===== config.mk =====
export PLATFORM = sky130hd
export DESIGN_NAME = sflash_target
export DESIGN_NICKNAME = d
export VERILOG_FILES = /design/src/rtl/sflash_target.sv
export SDC_FILE = /design/constraint.sdc
export NUM_CORES = 1
export LEC_CHECK = 0
export BUFFER_PORTS_ARGS = -buffer_cell sky130_fd_sc_hd__buf_4
export CORE_MARGIN = 8
export CORE_UTILIZATION = 40
export CTS_BUF_LIST = sky130_fd_sc_hd__clkbuf_8
export DETAILED_ROUTE_END_ITERATION = 8
export SYNTH_ARGS = -nofsm -noshare
export SYNTH_HDL_FRONTEND = slang
export SYNTH_SLANG_ARGS = --single-unit

===== constraint.sdc =====
create_clock -name clk -period 1.98 [get_ports clk]
set_input_delay 0.198 -clock clk [delete_from_list [all_inputs] [get_ports clk]]
set_output_delay 0.198 -clock clk [all_outputs]
set_load 0.1 [all_outputs]

===== src/rtl/sflash_target.sv =====
// SPI/dual/quad flash-style target: synchronizes the SPI pins into clk, shifts bytes
// in and out per lane mode, and hands bytes to/from the core via a one-entry tx register.
module sflash_target #(
  parameter int unsigned SYNC_STAGES = 2
) (
  input  logic       clk,
  input  logic       rst,
  input  logic       sclk,
  input  logic       cs_n,
  input  logic [3:0] io_di,
  output logic [3:0] io_do,
  output logic [3:0] io_oe,
  input  logic [1:0] lanes,
  input  logic       dir,
  input  logic [7:0] tx_data,
  input  logic       tx_valid,
  output logic       tx_ready,
  output logic [7:0] rx_data,
  output logic       rx_valid,
  output logic       sof,
  output logic       eof,
  output logic       underrun
);

  typedef enum logic {ST_IDLE, ST_ACTIVE} state_t;
  typedef enum logic [1:0] {M_SINGLE = 2'b00, M_DUAL = 2'b01, M_QUAD = 2'b10} mode_t;

  state_t state_q, state_d;

  logic [SYNC_STAGES-1:0] sclk_sync_q, cs_sync_q, settle_q;
  logic [3:0]             io_sync_q [SYNC_STAGES];

  logic       sclk_prev_q, cs_prev_q, armed_q, armed_d;
  mode_t      mode_q, mode_d, load_mode;
  logic [3:0] cnt_q, cnt_d;
  logic [7:0] tx_sh_q, tx_sh_d, rx_sh_q, rx_sh_d, rx_nxt;
  logic [7:0] hold_q, hold_d, rx_data_q, rx_data_d;
  logic       hold_full_q, hold_full_d, rx_valid_q, rx_valid_d, underrun_q, underrun_d;

  logic       sclk_s, cs_s;
  logic [3:0] io_s;
  logic       sclk_rise, sclk_fall, start, stop, active_run, boundary, load, handshake;
  logic       byte_fresh, rx_en;

  function automatic logic [3:0] full_cnt(input mode_t m);
    case (m)
      M_DUAL:  return 4'd4;
      M_QUAD:  return 4'd2;
      default: return 4'd8;
    endcase
  endfunction

  always_ff @(posedge clk) begin
    if (rst) begin
      sclk_sync_q <= '1;
      cs_sync_q   <= '1;
      settle_q    <= '0;
      for (int unsigned i = 0; i < SYNC_STAGES; i++) io_sync_q[i] <= '0;
    end else begin
      sclk_sync_q <= {sclk_sync_q[SYNC_STAGES-2:0], sclk};
      cs_sync_q   <= {cs_sync_q[SYNC_STAGES-2:0], cs_n};
      settle_q    <= {settle_q[SYNC_STAGES-2:0], 1'b1};
      io_sync_q[0] <= io_di;
      for (int unsigned i = 1; i < SYNC_STAGES; i++) io_sync_q[i] <= io_sync_q[i-1];
    end
  end

  assign sclk_s = sclk_sync_q[SYNC_STAGES-1];
  assign cs_s   = cs_sync_q[SYNC_STAGES-1];
  assign io_s   = io_sync_q[SYNC_STAGES-1];

  // sof needs cs_n seen high after the chain holds real samples, so a frame cut by reset stays dead
  assign armed_d    = armed_q | (settle_q[SYNC_STAGES-1] & cs_s);
  assign sclk_rise  = sclk_s & ~sclk_prev_q;
  assign sclk_fall  = ~sclk_s & sclk_prev_q;
  assign start      = (state_q == ST_IDLE) & ~cs_s & cs_prev_q & armed_q;
  assign stop       = (state_q == ST_ACTIVE) & cs_s & ~cs_prev_q;
  assign active_run = (state_q == ST_ACTIVE) & ~stop;
  assign boundary   = active_run & sclk_fall & (cnt_q == 4'd0);
  assign load       = start | boundary;
  assign handshake  = tx_valid & ~hold_full_q;
  assign load_mode  = (lanes == 2'b11) ? M_SINGLE : mode_t'(lanes);
  assign byte_fresh = (cnt_q == full_cnt(mode_q));
  assign rx_en      = (mode_q == M_SINGLE) | ~dir;

  always_ff @(posedge clk) begin
    if (rst) state_q <= ST_IDLE;
    else     state_q <= state_d;
  end

  always_comb begin
    state_d = state_q;
    case (state_q)
      ST_IDLE:   if (start) state_d = ST_ACTIVE;
      ST_ACTIVE: if (stop)  state_d = ST_IDLE;
      default:   state_d = ST_IDLE;
    endcase
  end

  always_comb begin
    case (mode_q)
      M_DUAL:  rx_nxt = {rx_sh_q[5:0], io_s[1:0]};
      M_QUAD:  rx_nxt = {rx_sh_q[3:0], io_s};
      default: rx_nxt = {rx_sh_q[6:0], io_s[0]};
    endcase
  end

  always_comb begin
    mode_d      = mode_q;
    cnt_d       = cnt_q;
    tx_sh_d     = tx_sh_q;
    rx_sh_d     = rx_sh_q;
    hold_d      = hold_q;
    hold_full_d = hold_full_q;
    rx_data_d   = rx_data_q;
    rx_valid_d  = 1'b0;
    underrun_d  = 1'b0;
    if (handshake) begin
      hold_d      = tx_data;
      hold_full_d = 1'b1;
    end
    if (load) begin
      mode_d  = load_mode;
      cnt_d   = full_cnt(load_mode);
      rx_sh_d = '0;
      // a byte arriving in the same cycle as the load goes straight to the shifter
      if (hold_full_q) begin
        tx_sh_d     = hold_q;
        hold_full_d = 1'b0;
      end else if (handshake) begin
        tx_sh_d     = tx_data;
        hold_full_d = 1'b0;
      end else begin
        tx_sh_d    = '1;
        underrun_d = 1'b1;
      end
    end else if (active_run && sclk_rise && cnt_q != 4'd0) begin
      cnt_d = cnt_q - 4'd1;
      if (rx_en) begin
        rx_sh_d = rx_nxt;
        if (cnt_q == 4'd1) begin
          rx_data_d  = rx_nxt;
          rx_valid_d = 1'b1;
        end
      end
    end else if (active_run && sclk_fall && !byte_fresh) begin
      case (mode_q)
        M_DUAL:  tx_sh_d = {tx_sh_q[5:0], 2'b00};
        M_QUAD:  tx_sh_d = {tx_sh_q[3:0], 4'b0000};
        default: tx_sh_d = {tx_sh_q[6:0], 1'b0};
      endcase
    end
    if (stop) tx_sh_d = '0;
  end

  always_ff @(posedge clk) begin
    if (rst) begin
      sclk_prev_q <= 1'b1;
      cs_prev_q   <= 1'b1;
      armed_q     <= 1'b0;
      mode_q      <= M_SINGLE;
      cnt_q       <= '0;
      tx_sh_q     <= '0;
      rx_sh_q     <= '0;
      hold_q      <= '0;
      hold_full_q <= 1'b0;
      rx_data_q   <= '0;
      rx_valid_q  <= 1'b0;
      underrun_q  <= 1'b0;
    end else begin
      sclk_prev_q <= sclk_s;
      cs_prev_q   <= cs_s;
      armed_q     <= armed_d;
      mode_q      <= mode_d;
      cnt_q       <= cnt_d;
      tx_sh_q     <= tx_sh_d;
      rx_sh_q     <= rx_sh_d;
      hold_q      <= hold_d;
      hold_full_q <= hold_full_d;
      rx_data_q   <= rx_data_d;
      rx_valid_q  <= rx_valid_d;
      underrun_q  <= underrun_d;
    end
  end

  always_comb begin
    io_do    = '0;
    io_oe    = '0;
    sof      = start;
    eof      = stop;
    tx_ready = ~hold_full_q;
    rx_data  = rx_data_q;
    rx_valid = rx_valid_q;
    underrun = underrun_q;
    if (state_q == ST_ACTIVE) begin
      case (mode_q)
        M_DUAL: begin
          io_do[1:0] = tx_sh_q[7:6];
          io_oe      = dir ? 4'b0011 : 4'b0000;
        end
        M_QUAD: begin
          io_do = tx_sh_q[7:4];
          io_oe = dir ? 4'b1111 : 4'b0000;
        end
        default: begin
          io_do[1] = tx_sh_q[7];
          io_oe    = 4'b0010;
        end
      endcase
    end
  end

endmodule


==> impl_metrics.csv, run 1 <==
group,metric,value,unit
synth,synthAdderAreaFrac,3.95,%
routing,vias_per_cell,5.22,
clock_tree,htree_levels,3,
critical_path,critPathKind,"reg2out",
synth,synth_top_family_by_area,"compound AO/OA/AOI/OAI gates",
timing,period_needed,1.88,ns
synth,synth_edf_count,0,
final_layout,nets,409,
timing,drv_slew,0,
global_routing,grt_pass1_vias,2477,
synth,ys.flop_type,"dfxtp_1",
synth,synth-compound-area-share,23.2,%
timing,hold_viol_final,0,
synth,syn_avg_cell_area,8.48,um^2
floorplanning,start_util,41.7,%
placement,place_area,3280,um^2
placement,pre_cts_slack,0.00781,ns
clock_tree,cts.sinks,58,
synth,syn-cell-area,2850,um^2
synth,yosys_warnings,0,
synth,netlist_instances,336,
routing,drc,0,
clock_tree,clk_latency,0.34,ns
timing,relSlewSlack,65.5,%
routing,dr.pass1.iters,4,
synth,ys_types,54,
hold_path,hp-class,"in2reg",
critical_path,worstPathMaxFanout,12,
synth,yosysSeqAreaShare,40.8,%
synth,syn_nets,365,
synth,synth_simple_gate_area_share,21.7,%
floorplanning,core_region_area,6830,um^2
critical_path,endpoint_kind,"primary output",
clock_tree,clockBufferDepth,2,
clock_tree,cts_hold_buffers,0,
floorplanning,fp.dieW,100,um
timing,period_share,95.1,%
timing,fmax,531,MHz
synth,ys_seq_elements,58,
timing,setup_viol,0,
routing,drtIter0Drc,148,
synth,synthMuxAreaShare,1.58,%
clock_tree,clockRootBuffer,"clkbuf_8",
placement,hpwl,4650,um
global_routing,met1_usage,18.8,%
global_routing,antenna_found_initial,0,
placement,portBuffers,40,
synth,netlist.area_leader.share,40.8,%
floorplanning,die_area,10100,um^2
routing,final_antenna_net_count,0,
flow_run,maxCapViolations,0,
clock_tree,tritoncts,"built",
synth,synth_top_area_cell,"dfxtp_1",
final_layout,num_antenna_cells,0,
critical_path,start_kind,"flop",
floorplanning,io_pins,41,
clock_tree,cts_made_buffers,9,
routing,wirelength,6760,um
timing,worst_slew_pin_slew,0.516,ns
routing,via_count,2507,
global_routing,grt_max_degree,40,
timing,tns,0,ns
timing,worst_slack,0.0977,ns
power_and_ir_drop,ir_worst_vdd,710,uV
synth,synth_xor_area_share,1.23,%
global_routing,met3_usage,3.04,%
final_layout,final_util,52.7,%
clock_tree,clkTransAtPathRegs,0.07,ns
floorplanning,die_h,100,um
global_routing,busiest_layer,"met2",
routing,wl_per_cell,14.1,um
global_routing,grt_use_total,14.2,%
global_routing,grt.overflow.total,0,
final_layout,drive_gt1_share,27.3,%
timing,rsz0062_at_grt,"false",
synth,async_flop_share,0,%
final_layout,fin_area,3600,um^2
floorplanning,rows,30,
timing,skew,0.0123,ns
synth,synthTopCellsByArea,"dfxtp_1 41%, a21oi_1 7.0%, o21ai_0 4.9%",
global_routing,grt_pass1_wl,11600,um
final_layout,syn2layout_area_growth,26.5,%
critical_path,crit_required,1.78,ns
critical_path,crit_arrival,1.68,ns
power_and_ir_drop,power.density,720,nW/um^2
power_and_ir_drop,p_leak,0.00139,uW
outcome,outcome,"finished clean",
placement,gp_congestion,0.823,
global_routing,grtUsageMet2,21.2,%
[cells by family after synthesis]
logic type | after synthesis
AO/OA/AOI/OAI | 106
AND/OR/NAND/NOR | 110
adder cells (fa/ha/maj) | 9
flip-flops | 58
buffers and inverters | 45
multiplexers | 4
XOR/XNOR | 4
[worst max-delay path, stage by stage, from the launching register on]
cell and delay, ns:
dfxtp_1 0.32, inv_2 0.08, ha_2 0.20, buf_6 0.15, o21ai_0 0.08, buf_4 0.16, a21boi_4 0.17, buf_12 0.19
[sequential cells by signal, indices dropped and copies added, names as in the netlist, 2 cells and up]
signal and flops:
tx_sh_q 8, mode_q 2, cnt_q 4, io_sync_q 8
hold_q 8, rx_sh_q 7, cs_sync_q 2, rx_data 8
settle_q 2, sclk_sync_q 2
[layer usage]
| metal | up-vias | share of wire, % |
|---|---|---|
| li1 | 1280 | - |
| met1 | 1160 | 50 |
| met2 | 57 | 44 |
| met3 | 10 | 4.3 |
| met4 | 0 | 1.7 |
| met5 | - | 0 |
[synth_stat cells (6+ instances only)]
library cell,n
clkbuf_1,14
dfxtp_1,58
a31oi_1,6
nor2b_1,16
a22oi_1,7
ha_1,9
nor3b_1,7
nor2_1,28
inv_1,19
or2_2,6
nand2_1,8
o21ai_0,28
nand3_1,16
a21oi_1,40
[final timing paths]
path	endpoint	slack (ns)	startpoint	cells past startpoint
worst max register to register	cnt_q[1]	0.17	cnt_q[1]	6
worst max-delay path	io_oe[1]	0.1	mode_q[0]	7
worst min-delay path	sclk_sync_q[0]	0.05	sclk	2
worst min register to register	sclk_sync_q[1]	0.41	sclk_sync_q[0]	1
[placed cells by master, fill, tap and decap left out, types with 3 or more instances in the layout]
cell type,Yosys,final
buf_4,3,54
and3_1,5,4
nand2b_1,3,3
nor3_1,5,5
nand3_1,16,16
ha_1,9,7
nor3b_1,7,6
buf_12,0,4
clkbuf_8,2,9
dfxtp_1,58,57
a22oi_1,7,7
a21oi_1,40,40
a221o_1,4,4
nand3b_1,3,3
nor2b_1,16,15
mux2i_1,3,3
nand2_1,8,7
or2_2,6,6
clkinv_2,0,3
o21ai_0,28,28
a31oi_1,6,6
inv_1,19,18
o2111ai_1,5,5
nor2_1,28,26
[stage by stage]
stage          std cells  power, uW  hold WS (ns)
3_5_place_dp         462       1450         0.387
5_1_grt              480       2700        0.0437
3_3_place_gp         462       1440         0.383
2_1_floorplan        336       1380         0.292
4_1_cts              477       2610        0.0385
6_report             480       2590        0.0548
[power by group]
group	switching (uW)	total (uW)	internal, uW
Combinational	115	205	90.1
Clock	474	1170	694
Sequential	21.0	1220	1200
Total	610	2590	1980
[what timing repair did]
| item | CTS | global route |
|---|---|---|
| cloned | 0 | 0 |
| gates resized for setup | 14 | 7 |
| buffers inserted | 0 | 3 |
| setup endpoints to repair | 4 | 7 |
[final cells by class]
type	count	area [um^2]
Clock buffer	9	124
Timing Repair Buffer	59	497
Fill cell	681	3230
Sequential cell	58	1160
Tap cell	96	120
Inverter	19	71.3
Clock inverter	6	82.6
Multi-Input combinational cell	233	1550
Power figures use the tool's default switching activity.
==> run 2, diff against run 1 <==
--- a/config.mk
+++ b/config.mk
@@ -10,6 +10,7 @@
 export CORE_UTILIZATION = 40
 export CTS_BUF_LIST = sky130_fd_sc_hd__clkbuf_8
 export DETAILED_ROUTE_END_ITERATION = 8
+export RECOVER_POWER = 100
 export SYNTH_ARGS = -nofsm -noshare
 export SYNTH_HDL_FRONTEND = slang
 export SYNTH_SLANG_ARGS = --single-unit
==> impl_metrics.csv, run 2 (synthesized netlist as in run 1, its figures left out) <==
group,metric,value,unit
outcome,outcome,"finished clean",
timing,worst_slack,0.0887,ns
clock_tree,clockBufferDepth,2,
global_routing,grt_pass1_vias,2477,
floorplanning,rows,30,
routing,wl_per_cell,14.1,um
clock_tree,htree_levels,3,
routing,vias_per_cell,5.20,
critical_path,crit_arrival,1.69,ns
global_routing,grt.overflow.total,0,
final_layout,num_antenna_cells,0,
placement,place_area,3280,um^2
placement,pre_cts_slack,0.00781,ns
clock_tree,clkTransAtPathRegs,0.07,ns
timing,rsz0062_at_grt,"false",
final_layout,fin_area,3530,um^2
global_routing,antenna_found_initial,0,
power_and_ir_drop,clkPwrFrac,45.1,%
routing,via_count,2497,
critical_path,start_kind,"flop",
timing,skew,0.0120,ns
floorplanning,start_util,41.7,%
critical_path,path_cells,"inv_2 > ha_2 > buf_6 > o21ai_0 > buf_4 > a21boi_4 > buf_8",
clock_tree,cts_made_buffers,9,
routing,wirelength,6750,um
timing,hold_viol_final,0,
timing,worst_slew_pin_slew,0.640,ns
floorplanning,die_area,10100,um^2
power_and_ir_drop,ir_worst_vdd,710,uV
power_and_ir_drop,power.density,732,nW/um^2
critical_path,slowest_stage,"dfxtp_1",
flow_run,maxCapViolations,0,
floorplanning,fp.dieW,100,um
final_layout,nets,409,
placement,hpwl,4650,um
critical_path,cp_slowest_stage_delay,0.32,ns
placement,portBuffers,40,
global_routing,grt_max_degree,40,
global_routing,grt_pass1_wl,11600,um
floorplanning,core_region_area,6830,um^2
critical_path,endpoint_kind,"primary output",
final_layout,multi_input_area,1530,um^2
clock_tree,cts.sinks,58,
critical_path,rrSetupSlack,0.17,ns
final_layout,syn2layout_area_growth,24.1,%
clock_tree,clk_latency,0.33,ns
timing,drv_slew,0,
critical_path,path_delay_family,"buffers and inverters",
global_routing,grt_use_total,14.2,%
power_and_ir_drop,pwr-share-comb,7.7,%
placement,gp_congestion,0.823,
critical_path,crit_required,1.78,ns
floorplanning,die_h,100,um
power_and_ir_drop,p_sw_share,23.5,%
routing,dr.pass1.iters,4,
timing,period_share,95.5,%
critical_path,worst-path-buf-inv,4,
clock_tree,clockRootBuffer,"clkbuf_8",
final_layout,drive_gt1_share,26.3,%
critical_path,worstPathMaxFanout,12,
final_layout,final_common_cell,"dfxtp_1",
power_and_ir_drop,p_sw,608,uW
power_and_ir_drop,p_leak,0.00136,uW
final_layout,regArea,1160,um^2
final_layout,n_fill_cell,695,
timing,relSlewSlack,57.3,%
final_layout,final_util,51.7,%
routing,drc,0,
power_and_ir_drop,p_int,1980,uW
power_and_ir_drop,pwr-share-seq,47.1,%
routing,final_antenna_net_count,0,
critical_path,critPathKind,"reg2out",
floorplanning,io_pins,41,
timing,setup_viol,0,
clock_tree,tritoncts,"built",
timing,fmax,529,MHz
hold_path,hp-class,"in2reg",
routing,drtIter0Drc,152,
timing,period_needed,1.89,ns
clock_tree,cts_hold_buffers,0,
final_layout,final_cell_mix,"57 x dfxtp_1, 40 x a21oi_1, 35 x buf_4, 28 x o21ai_0, 26 x nor2_1",
run 2: power by group through the flow:
stage                     clock network [uW]  logic (uW)  registers (uW)
final                                   1170         200            1220
after global routing                    1250         222            1220
after CTS                               1190         203            1220
after detailed placement                   0         200            1250
after global placement                     0         196            1250
after floorplan                            0         137            1240
run 2: area by class of cell:
class | count | area share (%)
inverters | 19 | 2.02
well taps | 96 | 3.40
repair buffers | 59 | 12.5
multi-input cells | 233 | 43.4
flip-flops and latches | 58 | 32.9
clock buffers | 9 | 3.51
clock inverters | 6 | 2.34
run 2: timing repair:
action                     in CTS  in global routing
setup endpoints to repair       4                  7
buffers inserted                0                  3
gates resized for setup        14                  7
run 2: layer usage:
layer	vias up	GRT usage, %	share of wire (%)
met5	-	0	0
met4	0	6.86	1.1
met3	6	3.04	4.4
met2	58	21.2	45
met1	1154	18.8	50
li1	1279	-	-
run 2: path summary, 6_finish.rpt:
check / start / end / cells past startpoint
worst min register to register: sclk_sync_q[0] / sclk_sync_q[1] / 1
worst min-delay path: sclk / sclk_sync_q[0] / 2
worst max-delay path: mode_q[0] / io_oe[1] / 7
worst max register to register: cnt_q[1] / cnt_q[1] / 6
run 2: through the flow:
step | power [uW] | TNS, ns | hold slack (ns) | cells
2_1_floorplan | 1380 | -0.0655 | 0.292 | 336
3_3_place_gp | 1440 | 0 | 0.383 | 462
3_5_place_dp | 1450 | 0 | 0.387 | 462
4_1_cts | 2610 | -0.0341 | 0.0385 | 477
5_1_grt | 2700 | 0 | 0.0437 | 480
6_report | 2590 | 0 | 0.0575 | 480
